===== src/rtl/vfr_frame_fetch_ctrl_if.sv =====
// Bus bundle for the frame-fetch engine: Avalon-MM bursting read master
// plus the word stream into the pixel FIFO with its pop-credit return.
interface vfr_frame_fetch_ctrl_if #(
   parameter int ADDR_WIDTH  = 32,
   parameter int DATA_WIDTH  = 64,
   parameter int BURST_WIDTH = 5
);
   logic [ADDR_WIDTH-1:0]  mst_address;
   logic                   mst_read;
   logic [BURST_WIDTH-1:0] mst_burstcount;
   logic                   mst_waitrequest;
   logic [DATA_WIDTH-1:0]  mst_readdata;
   logic                   mst_readdatavalid;
   logic [DATA_WIDTH-1:0]  dout_data;
   logic                   dout_valid;
   logic                   dout_sop;
   logic                   dout_eop;
   logic                   dout_pop;

   modport master (
      output mst_address, mst_read, mst_burstcount,
      input  mst_waitrequest, mst_readdata, mst_readdatavalid,
      output dout_data, dout_valid, dout_sop, dout_eop,
      input  dout_pop
   );

   modport slave (
      input  mst_address, mst_read, mst_burstcount,
      output mst_waitrequest, mst_readdata, mst_readdatavalid,
      input  dout_data, dout_valid, dout_sop, dout_eop,
      output dout_pop
   );
endinterface


===== src/rtl/vfr_frame_fetch_ctrl.sv =====
// Frame-fetch engine: reads one frame in credit-gated bursts and forwards
// the returned words with sop/eop flags; pulses eof_irq per completed frame.
module vfr_frame_fetch_ctrl #(
   parameter int ADDR_WIDTH   = 32,
   parameter int DATA_WIDTH   = 64,
   parameter int BURST_WIDTH  = 5,
   parameter int MAX_BURST    = 16,
   parameter int WORDS_WIDTH  = 24,
   parameter int FIFO_DEPTH   = 64,
   parameter int CREDIT_WIDTH = 7
) (
   input  logic                   clk,
   input  logic                   rst_n,
   input  logic                   enable,
   input  logic [ADDR_WIDTH-1:0]  frame_base,
   input  logic [WORDS_WIDTH-1:0] frame_words,
   output logic                   stopped,
   output logic                   eof_irq,
   vfr_frame_fetch_ctrl_if.master bus
);
   localparam int BYTES = DATA_WIDTH / 8;

   typedef enum logic [1:0] {IDLE, LOAD, ISSUE, DRAIN} state_t;
   state_t state, state_nx;

   logic [ADDR_WIDTH-1:0]   addr;
   logic [WORDS_WIDTH-1:0]  to_issue, to_recv;
   logic                    first;
   logic [CREDIT_WIDTH-1:0] credits, credits_nx;
   logic [BURST_WIDTH-1:0]  len;
   logic                    accept, can_issue, pop_ok, last_word, ret_en;

   always_comb begin
      len       = (to_issue > WORDS_WIDTH'(MAX_BURST)) ? BURST_WIDTH'(MAX_BURST)
                                                       : to_issue[BURST_WIDTH-1:0];
      accept    = bus.mst_read & ~bus.mst_waitrequest;
      // A new burst goes out when the bus is free or the current one is being accepted.
      can_issue = (state == ISSUE) && (to_issue != '0) && (!bus.mst_read || accept) &&
                  (credits >= CREDIT_WIDTH'(len));
      pop_ok    = bus.dout_pop && (credits != CREDIT_WIDTH'(FIFO_DEPTH));
      credits_nx = credits + CREDIT_WIDTH'(pop_ok) - (can_issue ? CREDIT_WIDTH'(len) : '0);
      ret_en    = bus.mst_readdatavalid && ((state == ISSUE) || (state == DRAIN));
      last_word = ret_en && (to_recv == WORDS_WIDTH'(1));
   end

   always_ff @(posedge clk or negedge rst_n) begin
      if (!rst_n) state <= IDLE;
      else        state <= state_nx;
   end

   always_comb begin
      state_nx = state;
      case (state)
         IDLE:    if (enable && (frame_words != '0)) state_nx = LOAD;
         LOAD:    state_nx = ISSUE;
         ISSUE:   if ((to_issue == '0) && (!bus.mst_read || accept)) state_nx = DRAIN;
         DRAIN:   if (to_recv == '0)
                     state_nx = (enable && (frame_words != '0)) ? LOAD : IDLE;
         default: state_nx = IDLE;
      endcase
   end

   always_comb stopped = (state == IDLE);

   // addr/to_issue advance when a burst is presented; they only feed later
   // bursts, so this is equivalent to advancing on acceptance.
   always_ff @(posedge clk or negedge rst_n) begin
      if (!rst_n) begin
         addr               <= '0;
         to_issue           <= '0;
         to_recv            <= '0;
         first              <= 1'b0;
         credits            <= CREDIT_WIDTH'(FIFO_DEPTH);
         bus.mst_read       <= 1'b0;
         bus.mst_address    <= '0;
         bus.mst_burstcount <= '0;
         bus.dout_data      <= '0;
         bus.dout_valid     <= 1'b0;
         bus.dout_sop       <= 1'b0;
         bus.dout_eop       <= 1'b0;
         eof_irq            <= 1'b0;
      end else begin
         credits <= credits_nx;
         if (state == LOAD) begin
            addr     <= frame_base;
            to_issue <= frame_words;
            to_recv  <= frame_words;
            first    <= 1'b1;
         end
         if (can_issue) begin
            bus.mst_read       <= 1'b1;
            bus.mst_address    <= addr;
            bus.mst_burstcount <= len;
            addr               <= addr + ADDR_WIDTH'(len) * ADDR_WIDTH'(BYTES);
            to_issue           <= to_issue - WORDS_WIDTH'(len);
         end else if (accept) begin
            bus.mst_read <= 1'b0;
         end
         bus.dout_valid <= 1'b0;
         bus.dout_sop   <= 1'b0;
         bus.dout_eop   <= 1'b0;
         eof_irq        <= 1'b0;
         if (ret_en) begin
            bus.dout_valid <= 1'b1;
            bus.dout_data  <= bus.mst_readdata;
            bus.dout_sop   <= first;
            bus.dout_eop   <= last_word;
            eof_irq        <= last_word;
            first          <= 1'b0;
            to_recv        <= to_recv - WORDS_WIDTH'(1);
         end
      end
   end
endmodule


===== src/flat_wrapper.sv =====
// flat-port wrapper written by rule: the top's interface ports become plain ports
module vfr_frame_fetch_ctrl_flat 
#(
   parameter int ADDR_WIDTH   = 32,
   parameter int DATA_WIDTH   = 64,
   parameter int BURST_WIDTH  = 5,
   parameter int MAX_BURST    = 16,
   parameter int WORDS_WIDTH  = 24,
   parameter int FIFO_DEPTH   = 64,
   parameter int CREDIT_WIDTH = 7
)
  (clk, rst_n, enable, frame_base, frame_words, stopped, eof_irq, bus_mst_address, bus_mst_read, bus_mst_burstcount, bus_mst_waitrequest, bus_mst_readdata, bus_mst_readdatavalid, bus_dout_data, bus_dout_valid, bus_dout_sop, bus_dout_eop, bus_dout_pop);
  vfr_frame_fetch_ctrl_if #(.ADDR_WIDTH(ADDR_WIDTH), .DATA_WIDTH(DATA_WIDTH), .BURST_WIDTH(BURST_WIDTH)) bus_i ();
  input  logic clk;
  input  logic rst_n;
  input  logic enable;
  input  logic [ADDR_WIDTH-1:0] frame_base;
  input  logic [WORDS_WIDTH-1:0] frame_words;
  output logic stopped;
  output logic eof_irq;
  output wire logic [$bits(bus_i.mst_address)-1:0] bus_mst_address;
  output wire logic [$bits(bus_i.mst_read)-1:0] bus_mst_read;
  output wire logic [$bits(bus_i.mst_burstcount)-1:0] bus_mst_burstcount;
  input wire logic [$bits(bus_i.mst_waitrequest)-1:0] bus_mst_waitrequest;
  input wire logic [$bits(bus_i.mst_readdata)-1:0] bus_mst_readdata;
  input wire logic [$bits(bus_i.mst_readdatavalid)-1:0] bus_mst_readdatavalid;
  output wire logic [$bits(bus_i.dout_data)-1:0] bus_dout_data;
  output wire logic [$bits(bus_i.dout_valid)-1:0] bus_dout_valid;
  output wire logic [$bits(bus_i.dout_sop)-1:0] bus_dout_sop;
  output wire logic [$bits(bus_i.dout_eop)-1:0] bus_dout_eop;
  input wire logic [$bits(bus_i.dout_pop)-1:0] bus_dout_pop;
  assign bus_mst_address = bus_i.mst_address;
  assign bus_mst_read = bus_i.mst_read;
  assign bus_mst_burstcount = bus_i.mst_burstcount;
  assign bus_i.mst_waitrequest = bus_mst_waitrequest;
  assign bus_i.mst_readdata = bus_mst_readdata;
  assign bus_i.mst_readdatavalid = bus_mst_readdatavalid;
  assign bus_dout_data = bus_i.dout_data;
  assign bus_dout_valid = bus_i.dout_valid;
  assign bus_dout_sop = bus_i.dout_sop;
  assign bus_dout_eop = bus_i.dout_eop;
  assign bus_i.dout_pop = bus_dout_pop;
  vfr_frame_fetch_ctrl #(.ADDR_WIDTH(ADDR_WIDTH), .DATA_WIDTH(DATA_WIDTH), .BURST_WIDTH(BURST_WIDTH), .MAX_BURST(MAX_BURST), .WORDS_WIDTH(WORDS_WIDTH), .FIFO_DEPTH(FIFO_DEPTH), .CREDIT_WIDTH(CREDIT_WIDTH)) u_core (.clk(clk), .rst_n(rst_n), .enable(enable), .frame_base(frame_base), .frame_words(frame_words), .stopped(stopped), .eof_irq(eof_irq), .bus(bus_i));
endmodule

===== config.mk =====
export PLATFORM = sky130hd
export DESIGN_NAME = vfr_frame_fetch_ctrl_flat
export DESIGN_NICKNAME = d
export VERILOG_FILES = /design/src/rtl/vfr_frame_fetch_ctrl_if.sv /design/src/rtl/vfr_frame_fetch_ctrl.sv /design/src/flat_wrapper.sv
export SDC_FILE = /design/constraint.sdc
export NUM_CORES = 1
export LEC_CHECK = 0
export CAP_MARGIN = 5
export CORE_MARGIN = 1.5
export CORE_UTILIZATION = 51
export DETAILED_ROUTE_END_ITERATION = 12
export GPL_ROUTABILITY_DRIVEN = 0
export PLACE_DENSITY = 0.82
export SLEW_MARGIN = 5
export SYNTH_ARGS = -nofsm -noshare
export SYNTH_HDL_FRONTEND = slang
export SYNTH_SLANG_ARGS = --single-unit

===== constraint.sdc =====
create_clock -name clk -period 6.6 [get_ports clk]
set_input_delay 0.66 -clock clk [delete_from_list [all_inputs] [get_ports clk]]
set_output_delay 0.66 -clock clk [all_outputs]
set_load 0.02 [all_outputs]

---- Word level (Yosys, flattened, before mapping) ----
Index checks and enable logic that the tools add are counted.
cells by class
  add/sub/neg operators ................... 5
  $lt $le $gt $ge ......................... 2
  eq/ne operators ......................... 8
  muxes and demuxes ....................... 19
  bitwise gates (word level) .............. 2
  reductions and logical operators ........ 20
operators with widths
  kind                     number
  $mux W24                 3
  $mux W32                 2
  $logic_not A24 Y1        2
  $reduce_bool A24 Y1      2
  $add A32 B8 Y32          1
  $eq A24 B1 Y1 const B    1
  $gt A24 B5 Y1 const B    1
  $sub A24 B1 Y24 const B  1
  $sub A24 B5 Y24          1
  $mux W5                  2
  $logic_and A1 B1 Y1      8
  $mux W1                  8
  $pmux W2 S4              1
  $add A7 B1 Y7            1
  $ge A7 B5 Y1             1
  $ne A7 B7 Y1 const B     1
  $sub A7 B7 Y7            1
  $mux W2                  3
  $reduce_bool A2 Y1       3
  $eq A2 B2 Y1 const B     2
  $ne A2 B2 Y1 const B     2
  $reduce_and A3 Y1        1
  $eq A2 B1 Y1 const B     1
  $logic_not A2 Y1         1
  other kinds (5)          6
word-level totals
  register bits ........................... 195
  input bits .............................. 126
  word-level logic and storage cells ...... 69

---- Depth between registers and ports, before layout ----
Gate-level depths: netlist of run 1.
  depth after elaboration ................. 7
  gate-level depth with buffers ........... 23
  mapped depth without buffers ............ 21

---- Least setup slack after synthesis of run 1 ----
OpenSTA, ideal clock, no wires.
  kind .................................... register -> register
  from .................................... register u_core.to_issue[10]
  to ...................................... register u_core.credits[6]
  library setup time ...................... 75 ps
  arrival ................................. 5199 ps
  data required time ...................... 6525 ps
  setup slack ............................. 1326 ps
  cell stages (with the launch flop) ...... 24
  buffers on the path ..................... 3
  clock period less this slack ............ 5274 ps
  path through ............................ dfrtp_1 -> nor4_4 -> nand4_1 -> nor4b_1 -> clkbuf_1 -> nand2_1 -> ha_1 -> nand4_1 -> nor3_1 -> nor3_1 -> maj3_2 -> o21a_1 -> buf_2 -> nor2_1 -> clkbuf_1 -> nand2_1 -> ha_1 -> fa_1 -> a21oi_1 -> nor2_1 -> nor2_1 -> o21bai_1 -> a21oi_1 -> xor2_1
on the way
  word-level cells in the longest chain between the ends .. 6
RTL lines
  item                                                  line                                                    text
  start, declared                                       vfr_frame_fetch_ctrl.sv:27                              logic [WORDS_WIDTH-1:0] to_issue, to_recv;
  start signal, assigned                                vfr_frame_fetch_ctrl.sv:86                              to_issue <= frame_words;
  start signal, assigned                                vfr_frame_fetch_ctrl.sv:95                              to_issue <= to_issue - WORDS_WIDTH'(len);
  $gt A24 B5 Y1 or $reduce_bool A24 Y1 (tied branches)  vfr_frame_fetch_ctrl.sv:34, vfr_frame_fetch_ctrl.sv:38
  $mux W5 or $logic_and A1 B1 Y1 (tied branches)        vfr_frame_fetch_ctrl.sv:34, vfr_frame_fetch_ctrl.sv:38
  $ge A7 B5 Y1 or $logic_and A1 B1 Y1 (tied branches)   vfr_frame_fetch_ctrl.sv:39, vfr_frame_fetch_ctrl.sv:38
  $logic_and A1 B1 Y1                                   vfr_frame_fetch_ctrl.sv:38                              can_issue = (state == ISSUE) && (to_issue != '0) && (!bus.mst_read || accept) &&
  $mux W5 *                                             vfr_frame_fetch_ctrl.sv:41                              credits_nx = credits + CREDIT_WIDTH'(pop_ok) - (can_issue ? CREDIT_WIDTH'(len) : '0);
  $sub A7 B7 Y7 *                                       vfr_frame_fetch_ctrl.sv:41
  net u_core.credits_nx[6]                              vfr_frame_fetch_ctrl.sv:29                              logic [CREDIT_WIDTH-1:0] credits, credits_nx;
  end signal, assigned                                  vfr_frame_fetch_ctrl.sv:73                              credits <= CREDIT_WIDTH'(FIFO_DEPTH);
  end signal, assigned                                  vfr_frame_fetch_ctrl.sv:83                              credits <= credits_nx;
  end, declared                                         vfr_frame_fetch_ctrl.sv:29
Mark *: on every way through the listed nets, which the timed path passes. The rest lies on a longest branch.
A chain may end at the register's enable or synchronous reset.

---- Final worst setup path of run 1 ----
  from .................................... register u_core.to_issue[1]
  to ...................................... register u_core.credits[6]
The elaborated chain is that of the path after synthesis.

==> results of run 1 <==
==> cells by family (layout without fill, tap and decap cells) <==
family                     Yosys count  after routing  share of synthesized area [%]
DFF                                195            195                           48.5
muxes                               32             32                           3.48
other                                1              1                         0.0373
adders and majority gates           33             33                           4.19
xor gates and xnor gates             7              7                          0.609
AOI/OAI and AO/OA                  254            254                           16.2
buffers and inverters              106            321                           4.10
and+or+nand+nor                    496            496                           22.8
==> sequential cells by signal (all words and copies together), names as in the netlist, 2 cells and up <==
name,cells
u_core.bus.mst_burstcount,5
u_core.addr,32
u_core.to_issue,24
u_core.credits,7
u_core.bus.dout_data,64
u_core.to_recv,24
u_core.bus.mst_address,32
u_core.state,2
==> how the worst max path moves through the flow <==
stage	to	slack, ps
finish	u_core.credits[6]	1250
global route	u_core.credits[6]	870
CTS	u_core.credits[6]	1310
detailed placement	u_core.credits[6]	1470
global placement	u_core.credits[6]	1690
floorplan	u_core.credits[6]	1330
==> Yosys cell counts, types with 6 or more instances <==
cell and number:
sky130_fd_sc_hd__a22oi_1 9, sky130_fd_sc_hd__and3_1 14, sky130_fd_sc_hd__o211ai_1 9, sky130_fd_sc_hd__a21o_1 6, sky130_fd_sc_hd__nand3_1 21, sky130_fd_sc_hd__nand2_1 265, sky130_fd_sc_hd__mux2i_1 8, sky130_fd_sc_hd__buf_1 6
sky130_fd_sc_hd__o22ai_1 7, sky130_fd_sc_hd__a21oi_1 42, sky130_fd_sc_hd__a32oi_1 8, sky130_fd_sc_hd__ha_1 28, sky130_fd_sc_hd__a31oi_1 8, sky130_fd_sc_hd__or4_1 16, sky130_fd_sc_hd__o21ai_0 88, sky130_fd_sc_hd__mux2_2 24
sky130_fd_sc_hd__a211oi_1 15, sky130_fd_sc_hd__o31ai_1 10, sky130_fd_sc_hd__nor4_1 23, sky130_fd_sc_hd__nor2_1 59, sky130_fd_sc_hd__o32ai_1 7, sky130_fd_sc_hd__clkbuf_1 50, sky130_fd_sc_hd__dfrtp_1 194, sky130_fd_sc_hd__nor3_1 39
sky130_fd_sc_hd__buf_2 9, sky130_fd_sc_hd__nand4_1 20, sky130_fd_sc_hd__inv_1 40
==> cell type report <==
class                      instances  area (um2)
clock buffer                      19         453
sequential                       195        4880
clock inverter                    12         143
multi-input combinational        823        4800
tap                              265         332
fill                            1516        6170
inverter                          40         150
timing repair buffer             250        2460
==> critical path, stage by stage, from the launching register on <==
cell	delay, ps
sky130_fd_sc_hd__dfrtp_1	450
sky130_fd_sc_hd__or4_1	660
sky130_fd_sc_hd__a21oi_1	190
sky130_fd_sc_hd__nor4b_1	240
sky130_fd_sc_hd__buf_4	230
sky130_fd_sc_hd__nand2_1	160
sky130_fd_sc_hd__ha_1	350
sky130_fd_sc_hd__nand4_1	90
sky130_fd_sc_hd__nor3_1	340
sky130_fd_sc_hd__nor3_1	110
sky130_fd_sc_hd__maj3_2	360
sky130_fd_sc_hd__o21a_2	210
sky130_fd_sc_hd__nor2_1	140
sky130_fd_sc_hd__buf_4	230
sky130_fd_sc_hd__nand2_1	80
sky130_fd_sc_hd__ha_1	270
sky130_fd_sc_hd__ha_1	350
sky130_fd_sc_hd__a21oi_1	160
sky130_fd_sc_hd__nor2_1	60
sky130_fd_sc_hd__nor2_1	170
sky130_fd_sc_hd__o21bai_1	90
sky130_fd_sc_hd__a21oi_1	180
sky130_fd_sc_hd__xor2_1	160
==> stage by stage <==
stage / total power (W) / hold WS (ps) / area, um2 / std cells
after floorplan: 0.00430 / 364 / 10100 / 1124
after global placement: 0.00547 / 456 / 12600 / 1573
after detailed placement: 0.00560 / 461 / 12600 / 1573
after CTS: 0.00670 / 268 / 13200 / 1604
after global routing: 0.00716 / 265 / 13200 / 1604
final: 0.00672 / 223 / 13200 / 1604
==> power by group through the flow <==
stage / clock network (W) / logic, W / registers, W
final: 0.00106 / 0.00339 / 0.00226
after global routing: 0.00113 / 0.00371 / 0.00233
after CTS: 0.00108 / 0.00338 / 0.00225
after detailed placement: 0 / 0.00334 / 0.00226
after global placement: 0 / 0.00324 / 0.00222
after floorplan: 0 / 0.00178 / 0.00251
==> metal layers <==
| metal | global-route usage [%] | part of all wire, % |
|---|---|---|
| met1 | 38.2 | 41 |
| met2 | 47.5 | 50 |
| met3 | 5.06 | 6.2 |
| met4 | 9.83 | 2.9 |
| met5 | 0 | 0 |
==> metrics.json, run 1 <==
{
  "cts": {
    "cts.sink_count": 195,
    "clock_latency_ps": 440,
    "tritoncts_clock_tree": "done",
    "clockRootBuffer": "sky130_fd_sc_hd__clkbuf_16",
    "cts_made_buffers": 17,
    "cts_max_level": 4,
    "longest_clk_path_bufs": 2,
    "ctsHoldBuffers": 0,
    "ctsResizeCount": 0,
    "post_cts_setup_buffers": 0,
    "clock_transition_at_the_registers_of_the_reported_paths_ps": 70
  },
  "critical_path": {
    "rrSetupSlack_ps": 1250,
    "timing.critical_path.fanout_max": 11,
    "worstSetupStartpoint": "u_core.to_issue[1]",
    "critical_path_capture_point_type": "register",
    "reg2reg_depth": 22,
    "cp.arrival_ps": 5710,
    "cp.required_ps": 6960,
    "worst_r2r_endpoint": "u_core.credits[6]",
    "start_kind": "register",
    "worstSetupPathType": "register to register",
    "r2r-start": "u_core.to_issue[1]"
  },
  "yosys": {
    "ys_warn_count": 0,
    "dominantRegCellSynth": "sky130_fd_sc_hd__dfrtp_1",
    "synth_area_per_cell_um2": 8.95,
    "yosysTopAreaCell": "sky130_fd_sc_hd__dfrtp_1",
    "share_of_synthesized_flip_flops_with_an_asynchronous_set_or_reset_pct": 100,
    "ys_top_cells_by_area": "sky130_fd_sc_hd__dfrtp_1, sky130_fd_sc_hd__nand2_1, sky130_fd_sc_hd__o21ai_0",
    "postSynthRegisterBits": 195,
    "synth.cell_area_um2": 10100,
    "ys_types": 74,
    "synthCells": 1124,
    "synth-seq-area-share_pct": 48.5,
    "yosys.area.top_type_share_pct": 48.2,
    "synth_fp_nets": 1280,
    "synth_enable_flop_cells": 0
  },
  "routing": {
    "drt-total-wl_um": 29500,
    "drc": 0,
    "drt_iter0_drc": 1002,
    "drt-pass1-iter-count": 5,
    "route.vias.total": 9513,
    "detail_route.vias_per_cell": 5.93,
    "wl_per_cell_um": 18.4,
    "final_ant_viol_nets": 0
  },
  "floorplan": {
    "std_cell_rows": 51,
    "core_area_um2": 19400,
    "initial_utilization_pct": 51.9,
    "die_width_um": 143,
    "io-pin-count": 233,
    "die_height_um": 143,
    "die-area_um2": 20600
  },
  "sta": {
    "fin_setup_tns_ps": 0,
    "fmax_ghz": 0.187,
    "grt_setup_unrepaired": "no",
    "final_cycle_utilization_of_the_critical_path_pct": 81.0,
    "report.final.hold_viol_count": 0,
    "timing.slew.headroom_pct": 21.5,
    "final.min_clock_period_ps": 5350,
    "timing.final.ws_setup_ps": 1250,
    "timing.final.max_slew_violations": 0,
    "timing_worst_slew_pin_value_ps": 1180,
    "report.final.setup_viol": 0,
    "finalClockSkew_ps": 15.1
  },
  "power_and_ir_drop": {
    "pwr_density_cell_nw_per_um2": 508,
    "combinational_share_of_power_pct": 50.5,
    "clkPwrFrac_pct": 15.9,
    "ir_worst_vdd_mv": 0.262,
    "sw_frac_of_total_pct": 43.6,
    "internal_power_summed_over_all_cells_w": 0.00379,
    "switching_power_w": 0.00293,
    "leakagePower_nw": 5.65,
    "p_seq_share_pct": 33.7
  },
  "placement": {
    "detailed_place_hpwl_um": 19500,
    "placement.setup.worst_slack_ps": 1470,
    "port-buffer-count": 232
  },
  "grt": {
    "grt_max_degree": 110,
    "initial_antenna_violation_count": 0,
    "number_of_global_route_vias_before_repair": 9170,
    "overflow": 0,
    "grt_first_pass_wirelength_um": 47000,
    "globalRouteTotalUtil_pct": 28.7
  },
  "finish": {
    "most_common_cell_after_layout_fill_and_taps_aside": "sky130_fd_sc_hd__nand2_1",
    "final_cell_mix": "sky130_fd_sc_hd__nand2_1, sky130_fd_sc_hd__clkdlybuf4s50_1, sky130_fd_sc_hd__dfrtp_1",
    "area_delta_synth_final_pct": 31.4,
    "antenna_cells": 0,
    "finalNetCount": 1483,
    "finish.utilization_pct": 68.2,
    "post_route_cells_drive_above_1_share_pct": 7.24
  },
  "run": {
    "max_cap_viol_count": 0
  },
  "status": {
    "outcome": "finished clean"
  },
  "hold_path": {
    "hold_class": "input pin to async pin"
  }
}
(Power assumes the default switching activity.)
==> run 2: changes to the inputs <==
- CORE_UTILIZATION: 51 -> 46
- PLACE_DENSITY: 0.82 -> 0.78
- clock period: 6.6 -> 4.59 ns (I/O delays scaled with it)
==> run 2 against run 1 <==
  * Cell area is 2.6% higher
  * Via count is 0.85% lower
  * Flip-flop and latch count stayed put
  * Clock skew is 5.5 ps lower
  * Largest cell class is now multi-input combinational cells
  * First-iteration DRC count is 3.8% lower
  * Critical path depth stayed put
  * Largest power group unchanged
==> metrics.json, run 2 (synthesis gave the netlist of run 1 again) <==
{
  "power_and_ir_drop": {
    "pwr_density_cell_nw_per_um2": 729,
    "combinational_share_of_power_pct": 51.2,
    "ir_worst_vdd_mv": 0.419,
    "sw_frac_of_total_pct": 42.7,
    "switching_power_w": 0.00423,
    "p_seq_share_pct": 32.6,
    "leakagePower_nw": 5.80,
    "clkPwrFrac_pct": 16.1,
    "internal_power_summed_over_all_cells_w": 0.00567
  },
  "sta": {
    "finalClockSkew_ps": 9.66,
    "timing_worst_slew_pin_value_ps": 1100,
    "report.final.setup_viol": 0,
    "fin_setup_tns_ps": 0,
    "report.final.hold_viol_count": 0,
    "timing.final.max_slew_violations": 0,
    "fmax_ghz": 0.220,
    "hold_slack_ps": 138,
    "final.min_clock_period_ps": 4540,
    "timing.slew.headroom_pct": 26.7,
    "final_cycle_utilization_of_the_critical_path_pct": 98.9,
    "grt_setup_unrepaired": "yes"
  },
  "finish": {
    "top_register": "u_core.bus.dout_data",
    "finalNetCount": 1499,
    "top_registers": "u_core.bus.dout_data (64), u_core.addr (32), u_core.bus.mst_address (32)",
    "final_cell_mix": "sky130_fd_sc_hd__nand2_1, sky130_fd_sc_hd__clkdlybuf4s50_1, sky130_fd_sc_hd__dfrtp_1",
    "most_common_cell_after_layout_fill_and_taps_aside": "sky130_fd_sc_hd__nand2_1",
    "post_route_cells_drive_above_1_share_pct": 9.96,
    "largest_register_ffs": 64,
    "area_delta_synth_final_pct": 34.9
  },
  "critical_path": {
    "worstSetupStartpoint": "u_core.to_issue[1]",
    "worstSetupPathType": "register to register",
    "cp.arrival_ps": 4890,
    "critical_path.cell_chain": "or4_4, a21oi_2, nor4b_4, buf_6, and2_1, ha_1, nand4_1, nor3_4, buf_4, o32ai_2, o21ai_2, and3_4, ha_1, inv_1, ha_2, fa_2, a21oi_2, nor2_1, nor2_2, o21bai_1, a21oi_1, xor2_1",
    "start_kind": "register",
    "timing.critical_path.fanout_max": 4,
    "reg2reg_depth": 22,
    "cpMaxStageDelayCell": "sky130_fd_sc_hd__or4_4",
    "delay_of_the_slowest_critical_path_stage_ps": 560,
    "cp_top_delay_family": "simple AND/OR/NAND/NOR gates",
    "worst_r2r_endpoint": "u_core.credits[6]",
    "cp.required_ps": 4950,
    "r2r-start": "u_core.to_issue[1]",
    "rrSetupSlack_ps": 50,
    "critical_path_capture_point_type": "register",
    "timing.critical_path.buf_inv": 3
  },
  "cts": {
    "cts.sink_count": 195,
    "longest_clk_path_bufs": 2,
    "clock_transition_at_the_registers_of_the_reported_paths_ps": 70,
    "cts_max_level": 4,
    "clockRootBuffer": "sky130_fd_sc_hd__clkbuf_16",
    "tritoncts_clock_tree": "done",
    "clock_latency_ps": 430,
    "ctsHoldBuffers": 0,
    "cts_made_buffers": 17
  },
  "routing": {
    "drc": 0,
    "final_ant_viol_nets": 0,
    "drt_iter0_drc": 964,
    "detail_route.vias_per_cell": 5.78,
    "drt-total-wl_um": 29200,
    "route.vias.total": 9432,
    "wl_per_cell_um": 17.9,
    "drt-pass1-iter-count": 6
  },
  "floorplan": {
    "initial_utilization_pct": 47.4,
    "die_width_um": 151,
    "io-pin-count": 233,
    "core_area_um2": 21200,
    "die-area_um2": 22800,
    "die_height_um": 151,
    "std_cell_rows": 53
  },
  "grt": {
    "initial_antenna_violation_count": 0,
    "overflow": 0,
    "number_of_global_route_vias_before_repair": 9018,
    "grt_first_pass_wirelength_um": 45700,
    "globalRouteTotalUtil_pct": 25.5,
    "grt_max_degree": 121
  },
  "status": {
    "outcome": "finished clean"
  },
  "placement": {
    "detailed_place_hpwl_um": 19900,
    "port-buffer-count": 232
  },
  "run": {
    "max_cap_viol_count": 0
  },
  "hold_path": {
    "hold_class": "input pin to async pin"
  }
}
run 2: cell types whose count changed in the layout (fill, tap and decap cells not counted), moves of 2 or more:
cell,delta
sky130_fd_sc_hd__a21oi_1,-3
sky130_fd_sc_hd__a21oi_2,+3
sky130_fd_sc_hd__buf_4,+14
sky130_fd_sc_hd__bufinv_16,+2
sky130_fd_sc_hd__clkbuf_1,+3
sky130_fd_sc_hd__clkbuf_8,-2
sky130_fd_sc_hd__ha_1,-6
sky130_fd_sc_hd__ha_4,+5
sky130_fd_sc_hd__inv_6,-3
sky130_fd_sc_hd__nand2_1,-4
sky130_fd_sc_hd__nand2_4,+3
sky130_fd_sc_hd__nor2_1,-2
sky130_fd_sc_hd__nor3_1,-3
sky130_fd_sc_hd__nor3_2,+2
run 2: stage by stage:
stage / instances / setup WS [ps] / total power [W] / util (%) / instance area (um2)
2_1_floorplan: 1124 / 5.23 / 0.00628 / - / 10200
3_3_place_gp: 1595 / 126 / 0.00803 / 60.6 / 12900
3_5_place_dp: 1595 / -18.9 / 0.00820 / 60.6 / 12900
4_1_cts: 1626 / 9.93 / 0.00984 / 63.6 / 13500
5_1_grt: 1630 / -133 / 0.0106 / 64.0 / 13600
6_report: 1631 / 52.3 / 0.00989 / 64.0 / 13600
run 2: how the worst max path moves through the flow:
stage,end,cells after the start
floorplan,u_core.credits[6],23
global placement,u_core.credits[6],22
detailed placement,u_core.credits[6],22
CTS,u_core.credits[6],22
global route,u_core.credits[6],21
finish,u_core.credits[6],22
run 2: layout make-up:
cell class | count | area (um2)
clock inverter | 11 | 178
timing repair buffer | 266 | 2600
tap | 275 | 344
antenna | 1 | 2.50
clock buffer | 20 | 437
sequential | 195 | 4880
inverter | 40 | 150
fill | 1740 | 7650
multi-input combinational | 823 | 4980
run 2: repair_timing:
item,in CTS,in global routing
pin swaps,2,12
setup endpoints to repair,1,3
resized for setup,2,9
buffers inserted,0,4
run 2: power groups by stage:
stage	Combinational, W	Clock [W]	Sequential, W
5_1_grt	0.00554	0.00169	0.00334
2_1_floorplan	0.00265	0	0.00363
3_3_place_gp	0.00483	0	0.00320
6_report	0.00507	0.00160	0.00323
3_5_place_dp	0.00496	0	0.00324
4_1_cts	0.00500	0.00163	0.00321
run 2: metal layers:
| metal | vias up | global-route usage, % | share of wire (%) | wire length, um |
|---|---|---|---|---|
| met2 | 367 | 42.3 | 50 | 14700 |
| met1 | 4573 | 34.2 | 42 | 12200 |
| met4 | 0 | 7.82 | 1.9 | 548 |
| li1 | 4444 | - | - | - |
| met5 | - | 0 | 0 | 0 |
| met3 | 48 | 4.25 | 6.0 | 1750 |
